<file path="src/rtl/alu_muldiv_mc.sv">
// rtl/alu_muldiv_mc.sv - multi-cycle ALU with iterative mul/div and HI/LO
// Single-cycle ops complete in IDLE; mul/div run WIDTH CALC steps then one FIX step.
module alu_muldiv_mc #(
  parameter int WIDTH   = 32,
  parameter int SHAMT_W = 5
) (
  input  logic               clk,
  input  logic               reset,
  input  logic               Start,
  input  logic [3:0]         ALUOperation,
  input  logic [WIDTH-1:0]   A,
  input  logic [WIDTH-1:0]   B,
  input  logic [SHAMT_W-1:0] Shamt,
  output logic [WIDTH-1:0]   ALUResult,
  output logic               Zero,
  output logic               Overflow,
  output logic               Busy,
  output logic               Done,
  output logic               DivZero,
  output logic [WIDTH-1:0]   HI,
  output logic [WIDTH-1:0]   LO
);

  localparam int CW = $clog2(WIDTH);

  localparam logic [3:0] OP_AND   = 4'd0;
  localparam logic [3:0] OP_OR    = 4'd1;
  localparam logic [3:0] OP_NOR   = 4'd2;
  localparam logic [3:0] OP_ADD   = 4'd3;
  localparam logic [3:0] OP_SUB   = 4'd4;
  localparam logic [3:0] OP_LUI   = 4'd5;
  localparam logic [3:0] OP_SLL   = 4'd6;
  localparam logic [3:0] OP_SRL   = 4'd7;
  localparam logic [3:0] OP_SRA   = 4'd8;
  localparam logic [3:0] OP_SLT   = 4'd9;
  localparam logic [3:0] OP_SLTU  = 4'd10;
  localparam logic [3:0] OP_MULT  = 4'd11;
  localparam logic [3:0] OP_MULTU = 4'd12;
  localparam logic [3:0] OP_DIV   = 4'd13;
  localparam logic [3:0] OP_DIVU  = 4'd14;

  typedef enum logic [1:0] {S_IDLE, S_CALC, S_FIX} state_e;

  state_e            state_q;
  logic [CW-1:0]     cnt_q;
  logic [WIDTH-1:0]  acc_hi_q, acc_lo_q, mb_q, a_raw_q;
  logic              is_div_q, neg_q, neg_rem_q, dz_q;
  logic [WIDTH-1:0]  alu_q, hi_q, lo_q;
  logic              zero_q, ovf_q, done_q, divzero_q;

  logic [WIDTH-1:0]  sum, diff, res_d;
  logic              ovf_d;
  logic              is_md, is_div, signed_op, sa, sb;
  logic [WIDTH-1:0]  mag_a, mag_b;

  assign sum  = A + B;
  assign diff = A - B;

  always_comb begin
    res_d = '0;
    ovf_d = 1'b0;
    case (ALUOperation)
      OP_AND:  res_d = A & B;
      OP_OR:   res_d = A | B;
      OP_NOR:  res_d = ~(A | B);
      OP_ADD: begin
        res_d = sum;
        ovf_d = (A[WIDTH-1] == B[WIDTH-1]) && (sum[WIDTH-1] != A[WIDTH-1]);
      end
      OP_SUB: begin
        res_d = diff;
        ovf_d = (A[WIDTH-1] != B[WIDTH-1]) && (diff[WIDTH-1] != A[WIDTH-1]);
      end
      OP_LUI:  res_d = {B[WIDTH/2-1:0], {(WIDTH/2){1'b0}}};
      OP_SLL:  res_d = A << Shamt;
      OP_SRL:  res_d = A >> Shamt;
      OP_SRA:  res_d = $signed(A) >>> Shamt;
      OP_SLT:  res_d = {{(WIDTH-1){1'b0}}, $signed(A) < $signed(B)};
      OP_SLTU: res_d = {{(WIDTH-1){1'b0}}, A < B};
      default: res_d = '0;
    endcase
  end

  assign is_md     = (ALUOperation >= OP_MULT) && (ALUOperation <= OP_DIVU);
  assign is_div    = (ALUOperation == OP_DIV) || (ALUOperation == OP_DIVU);
  assign signed_op = (ALUOperation == OP_MULT) || (ALUOperation == OP_DIV);
  assign sa        = signed_op & A[WIDTH-1];
  assign sb        = signed_op & B[WIDTH-1];
  assign mag_a     = sa ? -A : A;
  assign mag_b     = sb ? -B : B;

  // Multiply: acc_lo holds the multiplier and shifts out as product bits shift in.
  logic [WIDTH:0]   madd;
  assign madd = {1'b0, acc_hi_q} + (acc_lo_q[0] ? {1'b0, mb_q} : {(WIDTH+1){1'b0}});

  // Divide: acc_hi is the partial remainder, acc_lo shifts dividend out and quotient in.
  logic [WIDTH:0]   trial, dsub;
  assign trial = {acc_hi_q, acc_lo_q[WIDTH-1]};
  assign dsub  = trial - {1'b0, mb_q};

  logic [WIDTH-1:0]   step_hi, step_lo;
  logic [2*WIDTH-1:0] prod_s;
  logic [WIDTH-1:0]   fix_hi, fix_lo;

  always_comb begin
    step_hi = '0;
    step_lo = '0;
    if (is_div_q) begin
      step_hi = dsub[WIDTH] ? trial[WIDTH-1:0] : dsub[WIDTH-1:0];
      step_lo = {acc_lo_q[WIDTH-2:0], ~dsub[WIDTH]};
    end else begin
      step_hi = madd[WIDTH:1];
      step_lo = {madd[0], acc_lo_q[WIDTH-1:1]};
    end
  end

  always_comb begin
    prod_s = neg_q ? -{acc_hi_q, acc_lo_q} : {acc_hi_q, acc_lo_q};
    fix_hi = prod_s[2*WIDTH-1:WIDTH];
    fix_lo = prod_s[WIDTH-1:0];
    if (is_div_q) begin
      if (dz_q) begin
        fix_hi = a_raw_q;
        fix_lo = '1;
      end else begin
        fix_hi = neg_rem_q ? -acc_hi_q : acc_hi_q;
        fix_lo = neg_q ? -acc_lo_q : acc_lo_q;
      end
    end
  end

  always_ff @(posedge clk) begin
    if (reset) begin
      state_q   <= S_IDLE;
      cnt_q     <= '0;
      acc_hi_q  <= '0;
      acc_lo_q  <= '0;
      mb_q      <= '0;
      a_raw_q   <= '0;
      is_div_q  <= 1'b0;
      neg_q     <= 1'b0;
      neg_rem_q <= 1'b0;
      dz_q      <= 1'b0;
      alu_q     <= '0;
      zero_q    <= 1'b1;
      ovf_q     <= 1'b0;
      done_q    <= 1'b0;
      divzero_q <= 1'b0;
      hi_q      <= '0;
      lo_q      <= '0;
    end else begin
      done_q <= 1'b0;
      case (state_q)
        S_IDLE: begin
          if (Start) begin
            divzero_q <= 1'b0;
            if (is_md) begin
              state_q   <= S_CALC;
              cnt_q     <= '0;
              acc_hi_q  <= '0;
              acc_lo_q  <= is_div ? mag_a : mag_b;
              mb_q      <= is_div ? mag_b : mag_a;
              a_raw_q   <= A;
              is_div_q  <= is_div;
              neg_q     <= sa ^ sb;
              neg_rem_q <= sa;
              dz_q      <= is_div && (B == '0);
            end else begin
              alu_q  <= res_d;
              zero_q <= (res_d == '0);
              ovf_q  <= ovf_d;
              done_q <= 1'b1;
            end
          end
        end
        S_CALC: begin
          acc_hi_q <= step_hi;
          acc_lo_q <= step_lo;
          cnt_q    <= cnt_q + 1'b1;
          if (cnt_q == CW'(WIDTH-1)) state_q <= S_FIX;
        end
        S_FIX: begin
          hi_q      <= fix_hi;
          lo_q      <= fix_lo;
          divzero_q <= dz_q;
          done_q    <= 1'b1;
          state_q   <= S_IDLE;
        end
        default: state_q <= S_IDLE;
      endcase
    end
  end

  assign ALUResult = alu_q;
  assign Zero      = zero_q;
  assign Overflow  = ovf_q;
  assign Busy      = (state_q != S_IDLE);
  assign Done      = done_q;
  assign DivZero   = divzero_q;
  assign HI        = hi_q;
  assign LO        = lo_q;

endmodule

</file>
<file path="config.mk">
export PLATFORM = sky130hd
export DESIGN_NAME = alu_muldiv_mc
export DESIGN_NICKNAME = d
export VERILOG_FILES = /design/src/rtl/alu_muldiv_mc.sv
export SDC_FILE = /design/constraint.sdc
export NUM_CORES = 2
export LEC_CHECK = 0
export ABC_AREA = 0
export CAP_MARGIN = 5
export CORE_MARGIN = 1.5
export CORE_UTILIZATION = 50
export DETAILED_ROUTE_END_ITERATION = 8
export HOLD_SLACK_MARGIN = 0.03
export PLACE_DENSITY_LB_ADDON = 0.3
export RECOVER_POWER = 50
export SLEW_MARGIN = 10
export SYNTH_ARGS = -nofsm -noshare
export SYNTH_HDL_FRONTEND = slang
export SYNTH_SLANG_ARGS = --single-unit
</file>
<file path="constraint.sdc">
create_clock -name clk -period 4 [get_ports clk]
set_input_delay 0.6 -clock clk [delete_from_list [all_inputs] [get_ports clk]]
set_output_delay 0.6 -clock clk [all_outputs]
set_load 0.05 [all_outputs]
</file>
# Word level (Yosys, flattened, before mapping)
# Cells that the tools add are included.
[word_totals]
input_bits = 76
regBits = 239
[classes]
n_eq_ne = 23
shifts = 3
n_addsub = 10
n_reduce_logical = 18
bitwise_logic = 8
n_lt_le_gt_ge = 4
n_mux = 35
[op_table]
columns = ["op", "count"]
rows = [
  ["two-way mux 32 bit", 18],
  ["case mux 32 bit (11 select lines)", 1],
  ["negator 32 bit", 4],
  ["case mux 32 bit (2 select lines)", 2],
  ["zero test 32 bit", 2],
  ["< comparator 32 bit", 2],
  ["two-way mux 64 bit", 1],
  ["negator 64 bit", 1],
  ["adder 32 x 32 -> 33 bit", 1],
  ["subtractor 33 x 32 -> 33 bit", 1],
  ["adder 32 bit", 1],
  ["AND 32 bit", 1],
  ["inverter 32 bit", 1],
  ["bitwise OR 32 bit", 1],
  ["left shift 32 x 5 -> 32 bit", 1],
  [">> shifter 32 x 5 -> 32 bit", 1],
  [">>> shifter 32 x 5 -> 32 bit", 1],
  ["subtractor 32 bit", 1],
  ["== test 4 bit (second input constant)", 6],
  ["== test 4 x 3 -> 1 bit (second input constant)", 4],
  ["AND reduction 3 bit", 4],
  ["two-way mux 5 bit", 2],
  ["case mux 5 bit (2 select lines)", 1],
  ["== test 4 x 2 -> 1 bit (second input constant)", 2],
  ["other kinds (23)", 41],
]

# Depth between registers and ports, before layout
[depth]
depth_word = 8
ltp_mapped = 16

# Least setup slack after synthesis
# OpenSTA, ideal clock, no wires.
[synth_timing]
path_type = "input to register"
start = "in A[4]"
end = "reg zero_q (netlist: Zero)"
slack_ps = -83
setup_ps = 74
required_ps = 3926
arrival_ps = 4009
path_buffers = 2
path_stages = 15
cell_sequence = "clkbuf_1 > inv_1 > ha_1 > clkbuf_1 > inv_1 > o311a_1 > o2111a_1 > or3_1 > or3_1 > a41o_1 > nor4b_1 > nand4b_1 > nor4_1 > nand4_1 > o21ai_0"
[synth_between]
elab_chain_len = 4
elab_cells_between_ends = 12
classes_between = "add/sub: 2; order compare: 2; shift: 3; mux: 1; bitwise: 3; reduce/logical: 1"
[synth_lines]
columns = ["item", "line_no", "rtl"]
rows = [
  ["start, declared", "11", "input logic [WIDTH-1:0] A,"],
  ["parallel branches: the longest is 2 deep, another holds subtractor 32 bit", "-", ""],
  ["case mux 32 bit (11 select lines) *", "62", "case (ALUOperation)"],
  ["zero test 32 bit *", "170", "zero_q <= (res_d == '0);"],
  ["end signal, assigned", "170", ""],
  ["end, declared", "49", "logic zero_q, ovf_q, done_q, divzero_q;"],
]
# Every way passes the cells marked *.
# A chain may end at the register's enable or synchronous reset.

# Worst setup path after layout
# Ends and elaborated chain as after synthesis.

==> run_results.csv <==
group,metric,value,unit
placed_design,dp.cells,5086,
layout,layout_common_cells,"buf_4 (731), nand2_1 (447), nor2_1 (342)",
placed_design,gp_congestion,1.11,
logic_synthesis,synth-seq-cells,239,
layout,layout-drive-gt1-share,22.6,%
logic_synthesis,synth_adder_area_share,8.02,%
placed_design,hpwl,108000,um
logic_synthesis,synth_top_family_by_area,"compound AO/OA/AOI/OAI gates",
status,failed_checks,"capacitance limit, slew limit",
logic_synthesis,synth_edf_count,0,
logic_synthesis,muxShareOfSynthArea,10.5,%
grt,grt_use_total,45.9,%
critical_path,reg2reg_depth,19,
critical_path,critPathKind,"input pin to flop",
sta,final_hold_viol_count,0,
critical_path,worstSetupEndpoint,"Zero$_SDFFE_PP1P_",
floorplanning,start_util,50.8,%
critical_path,worstPathArrival,4.48,ns
logic_synthesis,synth_compound_area_share,29.5,%
critical_path,worstPathCellList,"clkdlybuf4s50_1, buf_4, mux4_2, buf_4, mux4_2, a21oi_1, buf_4, o2111a_1, o31ai_1, nor3_1, o21a_1, a22oi_1, nor4b_2, nand4_1, o21ai_0",
pwr,fin_total_pwr,9.39,mW
detailed_routing,vias,33336,
logic_synthesis,syn_area_per_cell,7.25,um^2
detailed_routing,finalWirelength,133000,um
detailed_routing,ant_nets,0,
sta,fin_crit_sh,99.2,%
sta,skew,0.0365,ns
sta,max_freq,252,MHz
floorplanning,pin_count,177,
logic_synthesis,synth_cell_types,93,
floorplanning,fp.coreArea,0.0539,mm^2
sta,fin_setup_tns,0,ns
critical_path,cp.depth,15,
pwr,internal-power,5.81,mW
sta,tightestPinTransition,2.54,ns
detailed_routing,firstDrtPassIters,6,
sta,holdWs,0.452,ns
logic_synthesis,syn-cell-area,0.0274,mm^2
critical_path,r2r_slack,0.14,ns
critical_path,critPathCaptureType,"flop",
detailed_routing,drc_errors,0,
logic_synthesis,synth_flop_cell,"dfxtp_1",
pwr,p_per_area,261,mW/mm^2
pwr,ir_worst_vdd,521,uV
sta,fin_crit,3.97,ns
sta,setup_viol,0,
flow_run,maxCapViolCount,2,
logic_synthesis,synthXorXnorAreaFrac,6.75,%
clocking,clkTransAtPathRegs,0.06,ns
pwr,pwr-share-clk,29.2,%
placed_design,io_buffers,176,
pwr,switching_share,38.1,%
floorplanning,die_x,237,um
critical_path,setup.worst_path.start,"A[4]",
sta,maxSlewViolCount,105,
critical_path,rr_startpoint,"acc_lo_q[31]$_SDFFE_PP0P_",
pwr,leakage,15.4,nW
critical_path,startpoint_type,"input pin",
logic_synthesis,syn_nets,4024,
logic_synthesis,yosys_warnings,0,
floorplanning,die_h,237,um
critical_path,max_stage_delay,0.58,ns
status,status,"finished with violations",
critical_path,timing.rr.end,"acc_hi_q[5]$_SDFFE_PP0P_",
clocking,cts_hold_buffers,0,
clocking,cts_tree,"done",
detailed_routing,routedWlPerCell,25.9,um
detailed_routing,drt_iter0_drc,4055,
clocking,clockBufferDepth,3,
layout,layout.nets,4669,
critical_path,path_buf_inv,4,
critical_path,crit_path_top_delay_cell,"clkdlybuf4s50_1",
floorplanning,die_area,0.0562,mm^2
clocking,cts.sinks,239,
layout,seqCellArea,0.00479,mm^2
logic_synthesis,synthArstFlopShare,0,%
grt,grt_max_degree,76,
sta,rsz0062_at_grt,"true",
pwr,seqPwrFrac,27.4,%
layout,area_growth,31.5,%
grt,overflow,0,
pwr,switchingPower,3.58,mW
logic_synthesis,yosys.area_share.simple,21.0,%
sta,slew_headroom,-69.7,%
layout,fin_cells,5141,
floorplanning,num_rows,85,
critical_path,worstPathRequired,4.51,ns
critical_path,crit_path_frequent_cell,"buf_4",
hold_path,holdCritPathClass,"flop to flop",
logic_synthesis,ys_seq_area_share,17.5,%
critical_path,cp_max_fo,8,
clocking,cts-root-buf,"clkbuf_16",
clocking,insertion_delay,0.58,ns
critical_path,worst_path_dominant_cell_family,"buffers and inverters",
clocking,htree_levels,1,
clocking,cts_made_buffers,28,
layout,fill_cells,4660,
layout,multiInputGateArea,0.0211,mm^2
layout,layout_commonest_cell,"buf_4",
grt,grt_pass1_vias,31204,
grt,antenna_found_initial,4,
logic_synthesis,synth_cells,3775,
grt,grt_pass1_wl,196000,um
pwr,power_frac_comb,43.4,%
detailed_routing,via_per_inst,6.48,
## synthesized netlist by cell type (all sizes together) (31+ instances only)
cell type | instances | area share, %
clkbuf | 258 | 3.5
dfxtp | 239 | 17
inv | 159 | 2.2
a211oi | 73 | 2.0
nor2 | 345 | 4.7
nor4 | 31 | 0.76
o22ai | 36 | 0.82
nor3 | 78 | 1.4
buf | 58 | 1.0
nor2b | 34 | 0.78
mux2i | 122 | 4.5
a21oi | 327 | 6.0
nand4 | 33 | 0.75
nand2 | 448 | 6.1
mux4 | 61 | 5.0
o31ai | 40 | 1.2
o21ai | 247 | 4.5
a22oi | 35 | 0.96
xnor2 | 153 | 4.9
nand2b | 31 | 0.71
a21o | 62 | 1.7
a31oi | 44 | 1.0
ha | 169 | 7.7
o211ai | 118 | 3.2
xor2 | 58 | 1.9
nand3 | 72 | 1.3
or2 | 31 | 0.72
## worst min path at each step
stage | start | to | slack, ns | cells after the start
4_1_cts | mb_q[3]$_SDFFE_PP0P_ | mb_q[3]$_SDFFE_PP0P_ | 0.45 | 2
3_3_place_gp | mb_q[5]$_SDFFE_PP0P_ | mb_q[5]$_SDFFE_PP0P_ | 0.44 | 2
5_1_grt | mb_q[3]$_SDFFE_PP0P_ | mb_q[3]$_SDFFE_PP0P_ | 0.47 | 2
2_1_floorplan | mb_q[10]$_SDFFE_PP0P_ | mb_q[10]$_SDFFE_PP0P_ | 0.43 | 2
3_5_place_dp | mb_q[3]$_SDFFE_PP0P_ | mb_q[3]$_SDFFE_PP0P_ | 0.44 | 2
6_report | mb_q[3]$_SDFFE_PP0P_ | mb_q[3]$_SDFFE_PP0P_ | 0.45 | 2
## layer usage
layer | routed length, um | GRT usage (%)
met1 | 51900 | 57.9
met5 | 0 | 0
met2 | 56200 | 70.7
met4 | 10700 | 29.4
met3 | 14400 | 10.3
## power by group through the flow
| stage | logic [mW] | clock network, mW | registers (mW) |
|---|---|---|---|
| final | 4.07 | 2.74 | 2.58 |
| after global routing | 4.27 | 2.85 | 2.59 |
| after detailed placement | 3.89 | 0 | 2.63 |
| after floorplan | 1.95 | 0 | 2.71 |
| after global placement | 3.87 | 0 | 2.62 |
| after CTS | 3.92 | 2.74 | 2.57 |
## sequential cells by signal, indices dropped and copies added (netlist names), 2 cells and up
register   cells
cnt_q          5
LO            32
acc_hi_q      32
mb_q          32
acc_lo_q      32
state_q        2
a_raw_q       32
HI            32
ALUResult     32
## worst register-to-register path, delay by kind of cell (launching register included)
family / cells / cell delay, ns
XOR/XNOR: 1 / 0.17
AO/OA/AOI/OAI: 9 / 1.60
adder cells (fa/ha/maj): 2 / 0.60
AND/OR/NAND/NOR: 1 / 0.06
buffers and inverters: 6 / 0.94
flip-flops: 1 / 0.31
## kinds of logic (layout without fill, tap and decap cells)
group	after synthesis	count (layout)
flops	239	239
simple gates	1236	1236
buf+inv	477	1144
mux	209	209
xor+xnor	211	211
compound gates	1230	1230
other cells	0	3
fa+ha+maj	173	173
## layout make-up
| type | instances | area share [%] |
|---|---|---|
| clock buffers | 38 | 2.25 |
| flip-flops and latches | 239 | 13.3 |
| repair buffers | 931 | 21.3 |
| well taps | 696 | 2.42 |
| diodes | 3 | 0.0209 |
| inverters | 161 | 1.68 |
| clock inverters | 14 | 0.511 |
| multi-input cells | 3059 | 58.6 |
## what timing repair did
item	4_1_cts	5_1_grt
resized for setup	5	51
hold endpoints to repair	0	0
pin swaps	0	1
buffers inserted	0	0
endpoints found under the setup margin	1	27
## per-stage QoR
step | setup slack [ns] | utilization (%) | area (um^2)
5_1_grt | -0.0710 | 66.8 | 36000
6_report | 0.0301 | 66.8 | 36000
3_3_place_gp | -0.691 | 64.5 | 34800
2_1_floorplan | 0.0231 | - | 27400
4_1_cts | 0.00369 | 66.4 | 35800
3_5_place_dp | -0.724 | 64.5 | 34800
No activity file was read; power rests on OpenSTA's default activity.
